===== src/rtl/cv32e40p_clic_pkg.sv =====
// Shared types and constants for the cv32e40p CLIC-lite interrupt controller.
package cv32e40p_clic_pkg;

  typedef enum logic [1:0] {
    IDLE = 2'd0,
    REQ  = 2'd1,
    CLR  = 2'd2
  } clic_state_e;

  localparam logic MODE_LEVEL = 1'b0;
  localparam logic MODE_EDGE  = 1'b1;

  localparam int unsigned CLIC_PRIO_W = 3;

endpackage


===== src/rtl/cv32e40p_clic_prio_tree.sv =====
// Combinational max-priority finder over NUM_IRQ (qual, prio) pairs.
// Equal priorities resolve to the higher source index.
module cv32e40p_clic_prio_tree
  import cv32e40p_clic_pkg::*;
#(
  parameter int unsigned NUM_IRQ = 32,
  parameter int unsigned PRIO_W  = CLIC_PRIO_W,
  parameter int unsigned ID_W    = $clog2(NUM_IRQ)
) (
  input  logic [NUM_IRQ-1:0]        qual_i,
  input  logic [NUM_IRQ*PRIO_W-1:0] prio_i,
  output logic                      valid_o,
  output logic [ID_W-1:0]           id_o,
  output logic [PRIO_W-1:0]         prio_o
);

  // Ascending scan; '>=' lets a later index take over on an equal priority.
  always_comb begin
    valid_o = 1'b0;
    id_o    = '0;
    prio_o  = '0;
    for (int unsigned k = 0; k < NUM_IRQ; k++) begin
      if (qual_i[k] && (!valid_o || (prio_i[k*PRIO_W +: PRIO_W] >= prio_o))) begin
        valid_o = 1'b1;
        id_o    = ID_W'(k);
        prio_o  = prio_i[k*PRIO_W +: PRIO_W];
      end else begin
        valid_o = valid_o;
      end
    end
  end

endmodule


===== src/rtl/cv32e40p_clic_lite.sv =====
// CLIC-lite: level/edge pendings, priority + threshold qualification, req/ack FSM.
// Optional NMI path is enabled by defining CV32E40P_CLIC_NMI_EN.
module cv32e40p_clic_lite
  import cv32e40p_clic_pkg::*;
#(
  parameter int unsigned NUM_IRQ = 32,
  parameter int unsigned PRIO_W  = CLIC_PRIO_W,
  parameter int unsigned ID_W    = $clog2(NUM_IRQ)
) (
  input  logic                      clk,
  input  logic                      rst_n,
  input  logic [NUM_IRQ-1:0]        irq_i,
  input  logic [NUM_IRQ-1:0]        edge_mode_i,
  input  logic [NUM_IRQ-1:0]        ie_i,
  input  logic [NUM_IRQ*PRIO_W-1:0] prio_i,
  input  logic [PRIO_W-1:0]         threshold_i,
  input  logic                      m_ie_i,
  output logic                      irq_req_o,
  output logic [ID_W-1:0]           irq_id_o,
  output logic [PRIO_W-1:0]         irq_prio_o,
  input  logic                      irq_ack_i,
  output logic [NUM_IRQ-1:0]        pending_o,
  output logic                      irq_wu_o
`ifdef CV32E40P_CLIC_NMI_EN
  ,
  input  logic                      nmi_i,
  output logic                      irq_nmi_o
`endif
);

  logic [NUM_IRQ-1:0] irq_q, irq_q2, mode_q;
  logic [NUM_IRQ-1:0] edge_pend_q, edge_pend_d;
  logic [NUM_IRQ-1:0] pend_s, qual_s;
  clic_state_e        state_q, state_d;
  logic               req_q, req_d;
  logic [ID_W-1:0]    id_q, id_d;
  logic [PRIO_W-1:0]  prio_q, prio_d;
  logic               win_valid_s;
  logic [ID_W-1:0]    win_id_s;
  logic [PRIO_W-1:0]  win_prio_s;
  logic               ack_take_s;
  logic               nmi_pend_s;
  logic               nmi_lock_s;

  assign ack_take_s = (state_q == REQ) && irq_ack_i;

  // Per-source pending and qualification; a mode toggle drops any latched edge.
  always_comb begin
    pend_s      = '0;
    edge_pend_d = '0;
    qual_s      = '0;
    for (int unsigned k = 0; k < NUM_IRQ; k++) begin
      case (edge_mode_i[k])
        MODE_EDGE: begin
          pend_s[k]      = (edge_mode_i[k] == mode_q[k]) &&
                           (edge_pend_q[k] || (irq_q[k] && !irq_q2[k]));
          edge_pend_d[k] = (edge_mode_i[k] == mode_q[k]) &&
                           ((irq_q[k] && !irq_q2[k]) ||
                            (edge_pend_q[k] && !(ack_take_s && !nmi_lock_s &&
                                                 (id_q == ID_W'(k)))));
        end
        MODE_LEVEL: begin
          pend_s[k]      = irq_q[k];
          edge_pend_d[k] = 1'b0;
        end
        default: begin
          pend_s[k]      = 1'b0;
          edge_pend_d[k] = 1'b0;
        end
      endcase
      qual_s[k] = pend_s[k] && ie_i[k] && m_ie_i &&
                  (prio_i[k*PRIO_W +: PRIO_W] > threshold_i);
    end
  end

  cv32e40p_clic_prio_tree #(
    .NUM_IRQ (NUM_IRQ),
    .PRIO_W  (PRIO_W),
    .ID_W    (ID_W)
  ) u_prio_tree (
    .qual_i  (qual_s),
    .prio_i  (prio_i),
    .valid_o (win_valid_s),
    .id_o    (win_id_s),
    .prio_o  (win_prio_s)
  );

`ifdef CV32E40P_CLIC_NMI_EN
  logic nmi_q, nmi_q2, nmi_pend_q, nmi_pend_d, nmi_lock_q, nmi_lock_d;

  assign nmi_pend_s = nmi_pend_q || (nmi_q && !nmi_q2);
  assign nmi_pend_d = (nmi_q && !nmi_q2) || (nmi_pend_q && !(ack_take_s && nmi_lock_q));
  assign nmi_lock_d = (state_q == IDLE) ? nmi_pend_s : nmi_lock_q;
  assign nmi_lock_s = nmi_lock_q;
  assign irq_nmi_o  = nmi_lock_q && req_q;

  // NMI input stage and latched pending, independent of enables/threshold.
  always_ff @(posedge clk or negedge rst_n) begin
    if (!rst_n) begin
      nmi_q      <= 1'b0;
      nmi_q2     <= 1'b0;
      nmi_pend_q <= 1'b0;
      nmi_lock_q <= 1'b0;
    end else begin
      nmi_q      <= nmi_i;
      nmi_q2     <= nmi_q;
      nmi_pend_q <= nmi_pend_d;
      nmi_lock_q <= nmi_lock_d;
    end
  end
`else
  assign nmi_pend_s = 1'b0;
  assign nmi_lock_s = 1'b0;
`endif

  // FSM state, output and source registers.
  always_ff @(posedge clk or negedge rst_n) begin
    if (!rst_n) begin
      irq_q       <= '0;
      irq_q2      <= '0;
      mode_q      <= '0;
      edge_pend_q <= '0;
      state_q     <= IDLE;
      req_q       <= 1'b0;
      id_q        <= '0;
      prio_q      <= '0;
    end else begin
      irq_q       <= irq_i;
      irq_q2      <= irq_q;
      mode_q      <= edge_mode_i;
      edge_pend_q <= edge_pend_d;
      state_q     <= state_d;
      req_q       <= req_d;
      id_q        <= id_d;
      prio_q      <= prio_d;
    end
  end

  // Next state: ack beats withdraw, a locked request is never preempted.
  always_comb begin
    state_d = state_q;
    case (state_q)
      IDLE: begin
        if (nmi_pend_s || win_valid_s) state_d = REQ;
        else                           state_d = IDLE;
      end
      REQ: begin
        if (irq_ack_i)                          state_d = CLR;
        else if (!nmi_lock_s && !qual_s[id_q])  state_d = IDLE;
        else                                    state_d = REQ;
      end
      CLR:     state_d = IDLE;
      default: state_d = IDLE;
    endcase
  end

  // Output next-values; id/prio are captured only when a request is launched.
  always_comb begin
    req_d  = 1'b0;
    id_d   = id_q;
    prio_d = prio_q;
    case (state_q)
      IDLE: begin
        if (nmi_pend_s) begin
          req_d  = 1'b1;
          id_d   = '0;
          prio_d = {PRIO_W{1'b1}};
        end else if (win_valid_s) begin
          req_d  = 1'b1;
          id_d   = win_id_s;
          prio_d = win_prio_s;
        end else begin
          req_d  = 1'b0;
        end
      end
      REQ:     req_d = (state_d == REQ);
      CLR:     req_d = 1'b0;
      default: req_d = 1'b0;
    endcase
  end

  assign irq_req_o  = req_q;
  assign irq_id_o   = id_q;
  assign irq_prio_o = prio_q;
  assign pending_o  = pend_s;
  assign irq_wu_o   = |(irq_i & ie_i);

endmodule


===== config.mk =====
export PLATFORM = sky130hd
export DESIGN_NAME = cv32e40p_clic_lite
export DESIGN_NICKNAME = d
export VERILOG_FILES = /design/src/rtl/cv32e40p_clic_pkg.sv /design/src/rtl/cv32e40p_clic_prio_tree.sv /design/src/rtl/cv32e40p_clic_lite.sv
export SDC_FILE = /design/constraint.sdc
export NUM_CORES = 1
export LEC_CHECK = 0
export CAP_MARGIN = 20
export CORE_AREA = 3 3 212 214
export CTS_BUF_LIST = sky130_fd_sc_hd__clkbuf_4
export DETAILED_ROUTE_END_ITERATION = 10
export DIE_AREA = 0 0 215 217
export PLACE_DENSITY = 0.5
export SLEW_MARGIN = 20
export SYNTH_ARGS = -nofsm -noshare
export SYNTH_HDL_FRONTEND = slang
export SYNTH_SLANG_ARGS = --single-unit

===== constraint.sdc =====
create_clock -name clk -period 62 [get_ports clk]
set_input_delay 18.6 -clock clk [delete_from_list [all_inputs] [get_ports clk]]
set_output_delay 18.6 -clock clk [all_outputs]
set_load 0.1 [all_outputs]

Word level (Yosys, flattened, before mapping)
Cells that the tools add are included.
- add/sub/neg operators: 0
- multipliers: 0
- div/mod/pow operators: 0
- $lt $le $gt $ge: 64
- eq/ne operators: 65
- shift-type cells: 0
- muxes and demuxes: 167
- bitwise gates (word level): 33
- reductions and logical operators: 482
- operator list (cell ; number):
    logical AND 1 bit ; 288
    case mux 1 bit (2 select lines) ; 65
    2-to-1 mux 3 bit ; 36
    greater-than comparator 3 bit ; 32
    logical NOT 1 bit ; 95
    logical OR 1 bit ; 95
    greater-or-equal comparator 3 bit ; 31
    equality test 5 bit, second input constant ; 16
    2-to-1 mux 5 bit ; 16
    equality test 5 x 4 -> 1 bit, second input constant ; 8
    2-to-1 mux 1 bit ; 37
    AND 32 bit ; 1
    equality test 1 bit ; 32
    2-to-1 mux 4 bit ; 8
    NOT 1 bit ; 32
    OR reduction 32 bit ; 1
    equality test 5 x 3 -> 1 bit, second input constant ; 4
    equality test 5 x 2 -> 1 bit, second input constant ; 2
    < comparator 5 x 6 -> 1 bit, second input constant ; 1
    2-to-1 mux 2 bit ; 3
    binary-select mux 1 bit (select 5 bit) ; 1
    equality test 5 x 1 -> 1 bit, second input constant ; 1
    logical NOT 5 bit ; 1
    equality test 2 x 1 -> 1 bit, second input constant ; 2
    3 further kinds ; 3
- register bits after elaboration: 139
- latch bits: 0
- memory bits (writable): 0
- ROM bits: 0
- input port bits: 199
- output and inout port bits: 42
- word-level logic and storage cells: 819
- memories: 0

Depth between registers and ports, before layout
Gate-level depths: netlist (run 1).
- depth after elaboration: 137
- depth in mapped cells: 233
- mapped depth without buffers: 231

Cells and area by module
Synthesis (run 1) repeated with hierarchy kept, for this count alone.
- cells, all modules: 1617
- area total of the unflattened synthesis: 13487.9 um^2
- by module, submodules not included (module ; instances ; cells an instance ; area each (um^2) ; seq. area each (um^2)):
    cv32e40p_clic_lite ; 1 ; 844 ; 8084.0 ; 3478.3
    cv32e40p_clic_prio_tree ; 1 ; 773 ; 5403.9 ; 0.0

Worst setup path after synthesis (run 1)
No wires, ideal clock.
- path type: input -> register
- from: in threshold_i[1]
- to: reg id_q[3] (netlist: irq_id_o[3])
- library setup time: 0.126 ns
- arrival time: 59.219 ns
- required time: 61.874 ns
- setup slack: 2.655 ns
- stages: 215
- path buffers: 2
- path through: inv_1 > ha_1 > nor2b_1 > o311ai_2 > nor2_1 > nand2_1 > nor2_1 > ha_1 > nand2b_1 > a21o_1 > a21oi_1 > a21oi_1 > a22o_1 > ha_1 > nand2b_1 > a21o_1 > a21oi_1 > o21ai_1 > [179 not listed] > a221oi_2 > inv_1 > ha_1 > nand2b_1 > a21o_1 > a21o_1 > nand2_1 > o41ai_4 > nand2_1 > o21ai_1 > ha_1 > nand2b_1 > a21o_1 > a21oi_1 > o32ai_1 > nor3b_2 > nand2_2 > o32a_1
- word-level cells in the longest chain between the ends: 128
- elaborated cells between the ends (all ways): 276
- those cells by class: order compare (63); mux (87); reduce/logical (126)
- ends and longest elaborated chain (what ; line ; RTL):
    start: declaration ; cv32e40p_clic_lite.sv:16 ; input logic [PRIO_W-1:0] threshold_i,
    greater-than comparator 3 bit ; cv32e40p_clic_lite.sv:72 ; (prio_i[k*PRIO_W +: PRIO_W] > threshold_i);
    logical AND 1 bit ; cv32e40p_clic_lite.sv:71 ; qual_s[k] = pend_s[k] && ie_i[k] && m_ie_i &&
    2-to-1 mux 3 bit or 2-to-1 mux 1 bit (tied branches) ; cv32e40p_clic_prio_tree.sv:23 ; if (qual_i[k] && (!valid_o || (prio_i[k*PRIO_W +: PRIO_W] >= prio_o))) begin
    greater-or-equal comparator 3 bit or logical NOT 1 bit (tied branches) ; cv32e40p_clic_prio_tree.sv:23 ;
    logical OR 1 bit ; cv32e40p_clic_prio_tree.sv:23 ;
    logical AND 1 bit ; cv32e40p_clic_prio_tree.sv:23 ;
    2-to-1 mux 3 bit or 2-to-1 mux 1 bit (tied branches) ; cv32e40p_clic_prio_tree.sv:23 ;
    greater-or-equal comparator 3 bit or logical NOT 1 bit (tied branches) ; cv32e40p_clic_prio_tree.sv:23 ;
    [112 not listed] ; - ;
    logical OR 1 bit ; cv32e40p_clic_prio_tree.sv:23 ;
    logical AND 1 bit ; cv32e40p_clic_prio_tree.sv:23 ;
    2-to-1 mux 3 bit or 2-to-1 mux 1 bit (tied branches) ; cv32e40p_clic_prio_tree.sv:23 ;
    greater-or-equal comparator 3 bit or logical NOT 1 bit (tied branches) ; cv32e40p_clic_prio_tree.sv:23 ;
    logical OR 1 bit ; cv32e40p_clic_prio_tree.sv:23 ;
    logical AND 1 bit ; cv32e40p_clic_prio_tree.sv:23 ;
    2-to-1 mux 1 bit ; cv32e40p_clic_prio_tree.sv:23 ;
    AND reduction 2 bit (no source line) ; - ;
    end signal: assignment ; cv32e40p_clic_lite.sv:134 ; id_q <= id_d;
    end: declaration ; cv32e40p_clic_lite.sv:36 ; logic [ID_W-1:0] id_q, id_d;
Several ways; a longest one is shown, not always the timed one.
A chain may end at the register's enable or synchronous reset.

Worst setup path in the final report (run 1)
- from: in prio_i[2]
- to: reg id_q[3] (netlist: irq_id_o[3])
- word-level cells in the longest chain between the ends: 128
- elaborated cells between the ends (all ways): 214
- those cells by class: order compare (32); mux (87); reduce/logical (95)
- ends and longest elaborated chain (what ; line ; RTL):
    start: declaration ; cv32e40p_clic_lite.sv:15 ; input logic [NUM_IRQ*PRIO_W-1:0] prio_i,
    greater-than comparator 3 bit ; cv32e40p_clic_lite.sv:72 ;
    logical AND 1 bit ; cv32e40p_clic_lite.sv:71 ;
    2-to-1 mux 3 bit or 2-to-1 mux 1 bit (tied branches) ; cv32e40p_clic_prio_tree.sv:23 ;
    greater-or-equal comparator 3 bit or logical NOT 1 bit (tied branches) ; cv32e40p_clic_prio_tree.sv:23 ;
    logical OR 1 bit ; cv32e40p_clic_prio_tree.sv:23 ;
    logical AND 1 bit ; cv32e40p_clic_prio_tree.sv:23 ;
    2-to-1 mux 3 bit or 2-to-1 mux 1 bit (tied branches) ; cv32e40p_clic_prio_tree.sv:23 ;
    greater-or-equal comparator 3 bit or logical NOT 1 bit (tied branches) ; cv32e40p_clic_prio_tree.sv:23 ;
    [112 not listed] ; - ;
    logical OR 1 bit ; cv32e40p_clic_prio_tree.sv:23 ;
    logical AND 1 bit ; cv32e40p_clic_prio_tree.sv:23 ;
    2-to-1 mux 3 bit or 2-to-1 mux 1 bit (tied branches) ; cv32e40p_clic_prio_tree.sv:23 ;
    greater-or-equal comparator 3 bit or logical NOT 1 bit (tied branches) ; cv32e40p_clic_prio_tree.sv:23 ;
    logical OR 1 bit ; cv32e40p_clic_prio_tree.sv:23 ;
    logical AND 1 bit ; cv32e40p_clic_prio_tree.sv:23 ;
    2-to-1 mux 1 bit ; cv32e40p_clic_prio_tree.sv:23 ;
    AND reduction 2 bit (no source line) ; - ;
Several ways; a longest one is shown, not always the timed one.

==> results of run 1 <==
timing repair:
action	4_1_cts	5_1_grt
gates cloned	0	0
resized for setup	15	108
setup buffers	2	38
pin swaps	3	36
endpoints found under the setup margin	8	8
how the worst min path moves through the flow:
stage / endpoint / cells after the start / from / slack (ns)
5_1_grt: irq_q2[18] / 0 / irq_q[18] / 0.42
4_1_cts: irq_q2[18] / 0 / irq_q[18] / 0.41
6_report: irq_q2[18] / 0 / irq_q[18] / 0.41
3_5_place_dp: irq_q2[18] / 0 / irq_q[18] / 0.37
3_3_place_gp: irq_q2[18] / 0 / irq_q[18] / 0.36
2_1_floorplan: irq_q2[18] / 0 / irq_q[18] / 0.35
final cells by class:
| cell class | count | share of cell area (%) |
|---|---|---|
| diodes | 2 | 0.0287 |
| clock buffers | 17 | 0.731 |
| clock inverters | 15 | 1.05 |
| inverters | 103 | 2.22 |
| multi-input cells | 1267 | 54.6 |
| flip-flops and latches | 139 | 19.9 |
| well taps | 585 | 4.19 |
| repair buffers | 323 | 17.3 |
synth_stat cells, types with 7 or more instances:
library cell,n
sky130_fd_sc_hd__clkbuf_1,7
sky130_fd_sc_hd__a21o_1,24
sky130_fd_sc_hd__o21a_1,32
sky130_fd_sc_hd__o21ai_0,98
sky130_fd_sc_hd__or3_1,9
sky130_fd_sc_hd__a31oi_1,40
sky130_fd_sc_hd__nor3_1,15
sky130_fd_sc_hd__a211o_1,9
sky130_fd_sc_hd__o211ai_1,20
sky130_fd_sc_hd__a211oi_1,16
sky130_fd_sc_hd__ha_1,167
sky130_fd_sc_hd__o221ai_1,7
sky130_fd_sc_hd__and2_1,26
sky130_fd_sc_hd__dfrtp_1,139
sky130_fd_sc_hd__mux2_2,9
sky130_fd_sc_hd__nand4_1,7
sky130_fd_sc_hd__a21oi_1,95
sky130_fd_sc_hd__nor2b_1,41
sky130_fd_sc_hd__mux2i_1,10
sky130_fd_sc_hd__and3_1,17
sky130_fd_sc_hd__or2_2,11
sky130_fd_sc_hd__nand3_1,44
sky130_fd_sc_hd__a22oi_1,16
sky130_fd_sc_hd__inv_1,103
sky130_fd_sc_hd__nor2_1,70
sky130_fd_sc_hd__nand2b_1,90
sky130_fd_sc_hd__o31ai_1,8
sky130_fd_sc_hd__nand2_1,207
sky130_fd_sc_hd__a22o_1,12
placed cells by master, fill, tap and decap left out, types with 62 or more instances in the layout:
| master | count |
|---|---|
| sky130_fd_sc_hd__buf_4 | 83 |
| sky130_fd_sc_hd__inv_1 | 102 |
| sky130_fd_sc_hd__a21oi_1 | 83 |
| sky130_fd_sc_hd__o21ai_0 | 90 |
| sky130_fd_sc_hd__nand2_1 | 205 |
| sky130_fd_sc_hd__nor2_1 | 62 |
| sky130_fd_sc_hd__nand2b_1 | 86 |
| sky130_fd_sc_hd__ha_1 | 165 |
| sky130_fd_sc_hd__dfrtp_1 | 139 |
| sky130_fd_sc_hd__clkdlybuf4s50_1 | 237 |
metal layers:
layer	vias up	part of all wire (%)	GRT usage (%)
met5	-	0.093	0
met4	8	1.3	3.48
met1	6377	46	30.0
met3	41	5.3	4.02
li1	6355	-	-
met2	360	47	36.4
registers in the layout (all words and copies together) (netlist names):
signal	count
irq_prio_o	3
irq_req_o	1
mode_q	32
irq_q2	32
irq_id_o	5
irq_q	32
edge_pend_q	32
state_q	2
per-stage QoR:
| step | setup TNS (ns) | hold slack [ns] | util [%] | power, mW | cell area, sq um |
|---|---|---|---|---|---|
| floorplan | 0 | 0.354 | - | 0.244 | 12900 |
| global placement | -8.99 | 0.365 | 37.7 | 0.322 | 16300 |
| detailed placement | -11.37 | 0.372 | 37.7 | 0.323 | 16300 |
| CTS | 0 | 0.407 | 38.7 | 0.394 | 16700 |
| global route | -1.75 | 0.425 | 40.5 | 0.437 | 17500 |
| finish | 0 | 0.407 | 40.5 | 0.409 | 17500 |
worst register-to-register path, delay by kind of cell (launching register included):
family / cells / cell delay (ns)
flip-flops: 1 / 0.42
multiplexers: 6 / 1.84
buffers and inverters: 9 / 1.15
AO/OA/AOI/OAI: 90 / 16.61
adder cells (fa/ha/maj): 33 / 9.00
AND/OR/NAND/NOR: 84 / 12.16
logic make-up (layout without fill, tap and decap cells):
| logic type | Yosys count | count (layout) | synth area share (%) |
|---|---|---|---|
| compound gates | 508 | 508 | 28.5 |
| fa+ha+maj | 169 | 169 | 16.4 |
| buf+inv | 116 | 458 | 3.47 |
| flops | 139 | 139 | 27.0 |
| mux | 25 | 25 | 2.62 |
| other cells | 0 | 2 | 0 |
| simple gates | 565 | 565 | 22.0 |
power by group through the flow:
stage	Combinational, mW	Clock, mW	Sequential (mW)
after global routing	0.258	0.0720	0.107
after floorplan	0.119	0	0.126
after global placement	0.215	0	0.107
after detailed placement	0.216	0	0.107
after CTS	0.220	0.0686	0.105
final	0.237	0.0663	0.105
==> metrics.txt, run 1 <==
share of the synthesized area in the top cell type=around 27%; CTS clk-pin slew, worst paths=0.16 ns; detailed-route wire length=between 50 and 60 mm; critical register-to-register path endpoint=irq_id_o[3]; part of the Yosys area used for sequential elements=a little over a quarter; Setup CP Type=primary input to flop; remaining number of nets flagged by the antenna check after routing=0; hold_buf cts=0; worst hold path class=flop to flop; peak ir drop on the vdd network=33.9 uV; internal power contribution=between 200 and 250 uW; source-to-sink clock delay at the later pin of the worst-skew pair=roughly 0.6 ns; critical path arrival=around 60 ns; pin count of the biggest net entering global routing=85; post-synth net total=1888; post-layout worst setup margin=2.31 ns; data required time of the critical path=62.51 ns; depth of the most critical reg-to-reg path=roughly 220; fraction of power spent switching nets=roughly half; CP startpoint kind=primary input; number of enable flip-flop cells after synthesis=0; gate family responsible for the most delay along the worst path=compound AO/OA/AOI/OAI gates; critical path capture point=irq_id_o[3]; Detail Placement HPWL=41.8 mm; endpoint type of the worst setup path=flop; gp weighted congestion=0.913; starting density of the core=~30%; time the worst path needs with I/O delays and setup=approximately 60 ns; placed insts=between 2000 and 2500; relative area change from synthesis to final layout=35.6%; result of the run=complete, no violations; number of cells in the finished layout apart from fillers=roughly 2500; routed len/inst=around 21 um; Slowest cell on crit path=sky130_fd_sc_hd__clkdlybuf4s50_1; DIE AREA=46700 sq um; clock tree from TritonCTS=built; ratio of cells with drive above 1 in the final layout=14.8%; sink count of the clock tree=around 140; number of pins exceeding their max-slew limit in the final report=0; Critical path buffers and inverters=10; Pleak=about 7.5 nW; H-tree depth=4; Fmax achieved=around 0.017 GHz; main area contributors after synthesis=sky130_fd_sc_hd__dfrtp_1, sky130_fd_sc_hd__ha_1, sky130_fd_sc_hd__nand2_1; grt total ovfl=0; Multi-input gate area=approximately 9500 sq um; number of maximum-capacitance violations=0; quantity of I/O buffers inserted on ports=240; Reg-to-Reg Start=mode_q[0]; Bufs on Longest Clock Path=2; most frequent CP cell=sky130_fd_sc_hd__ha_1; DRC violation total after the first TritonRoute iteration=823; length of the first detailed-routing pass in iterations=5; fraction of power consumed by sequential logic=25.8%; period utilisation layout=about 96%; post-placement worst setup slack=-1.67 ns; placement row count=between 70 and 80; internal reg-to-reg setup slack=20.66 ns; portion of total power attributed to the clock network=around 16%; vias in the first global route=between 10000 and 15000; sequential cell area in the final layout=approximately 3500 sq um; die boundary height=roughly 220 um; most used flip-flop cell after synthesis=sky130_fd_sc_hd__dfrtp_1; Power Dens Cells=between 20 and 25 nW/um^2; IO Pins=~240; final number of setup-violating endpoints=0; final layout net count=2217; headroom to the max-slew limit=26.2%; Syn Std Cell Area=roughly 13000 sq um; number of DRC violations after detailed routing=0; routed vias=~13000; Seq cells post-synth=139; clock root buffer=sky130_fd_sc_hd__clkbuf_4; slowest stage delay, CP=around 0.51 ns; initial antenna violation count=6; ratio of routed vias to standard cells=about 5.4; CTS buffer count=17; Crit path depth=roughly 220; filler cell count in the final layout=between 4000 and 5000; share of total power in combinational logic=58.0%; number of warning messages in the yosys log=0; Switching Power=202 uW; library cell occupying the most area in the post-synthesis netlist=sky130_fd_sc_hd__dfrtp_1; final hold viol count=0; first-pass GRT wire length=77.6 mm; Syn Inst Count=around 1500; Layout Skew=approximately 0.029 ns; global-route total usage across every layer=a little over a fifth; Crit. Startpoint=prio_i[2]; Synth cell types=98; Die X-Extent=approximately 220 um; worst-path maximum fanout=8; transition at the pin with the smallest max-transition slack=about 1.1 ns; share of async-settable or async-resettable flops after synthesis=100%; Mapped Avg Cell Area=about 8.5 sq um; Core Footprint=~43000 sq um
Power figures use the tool's default switching activity.
==> run 2: changes to the inputs <==
--- a/config.mk
+++ b/config.mk
@@ -5,7 +5,6 @@
 export SDC_FILE = /design/constraint.sdc
 export NUM_CORES = 1
 export LEC_CHECK = 0
-export CAP_MARGIN = 20
 export CORE_AREA = 3 3 212 214
 export CTS_BUF_LIST = sky130_fd_sc_hd__clkbuf_4
 export DETAILED_ROUTE_END_ITERATION = 10
==> results of run 2 <==
Same layout as run 1: the final DEF is identical, and so are final timing and power.
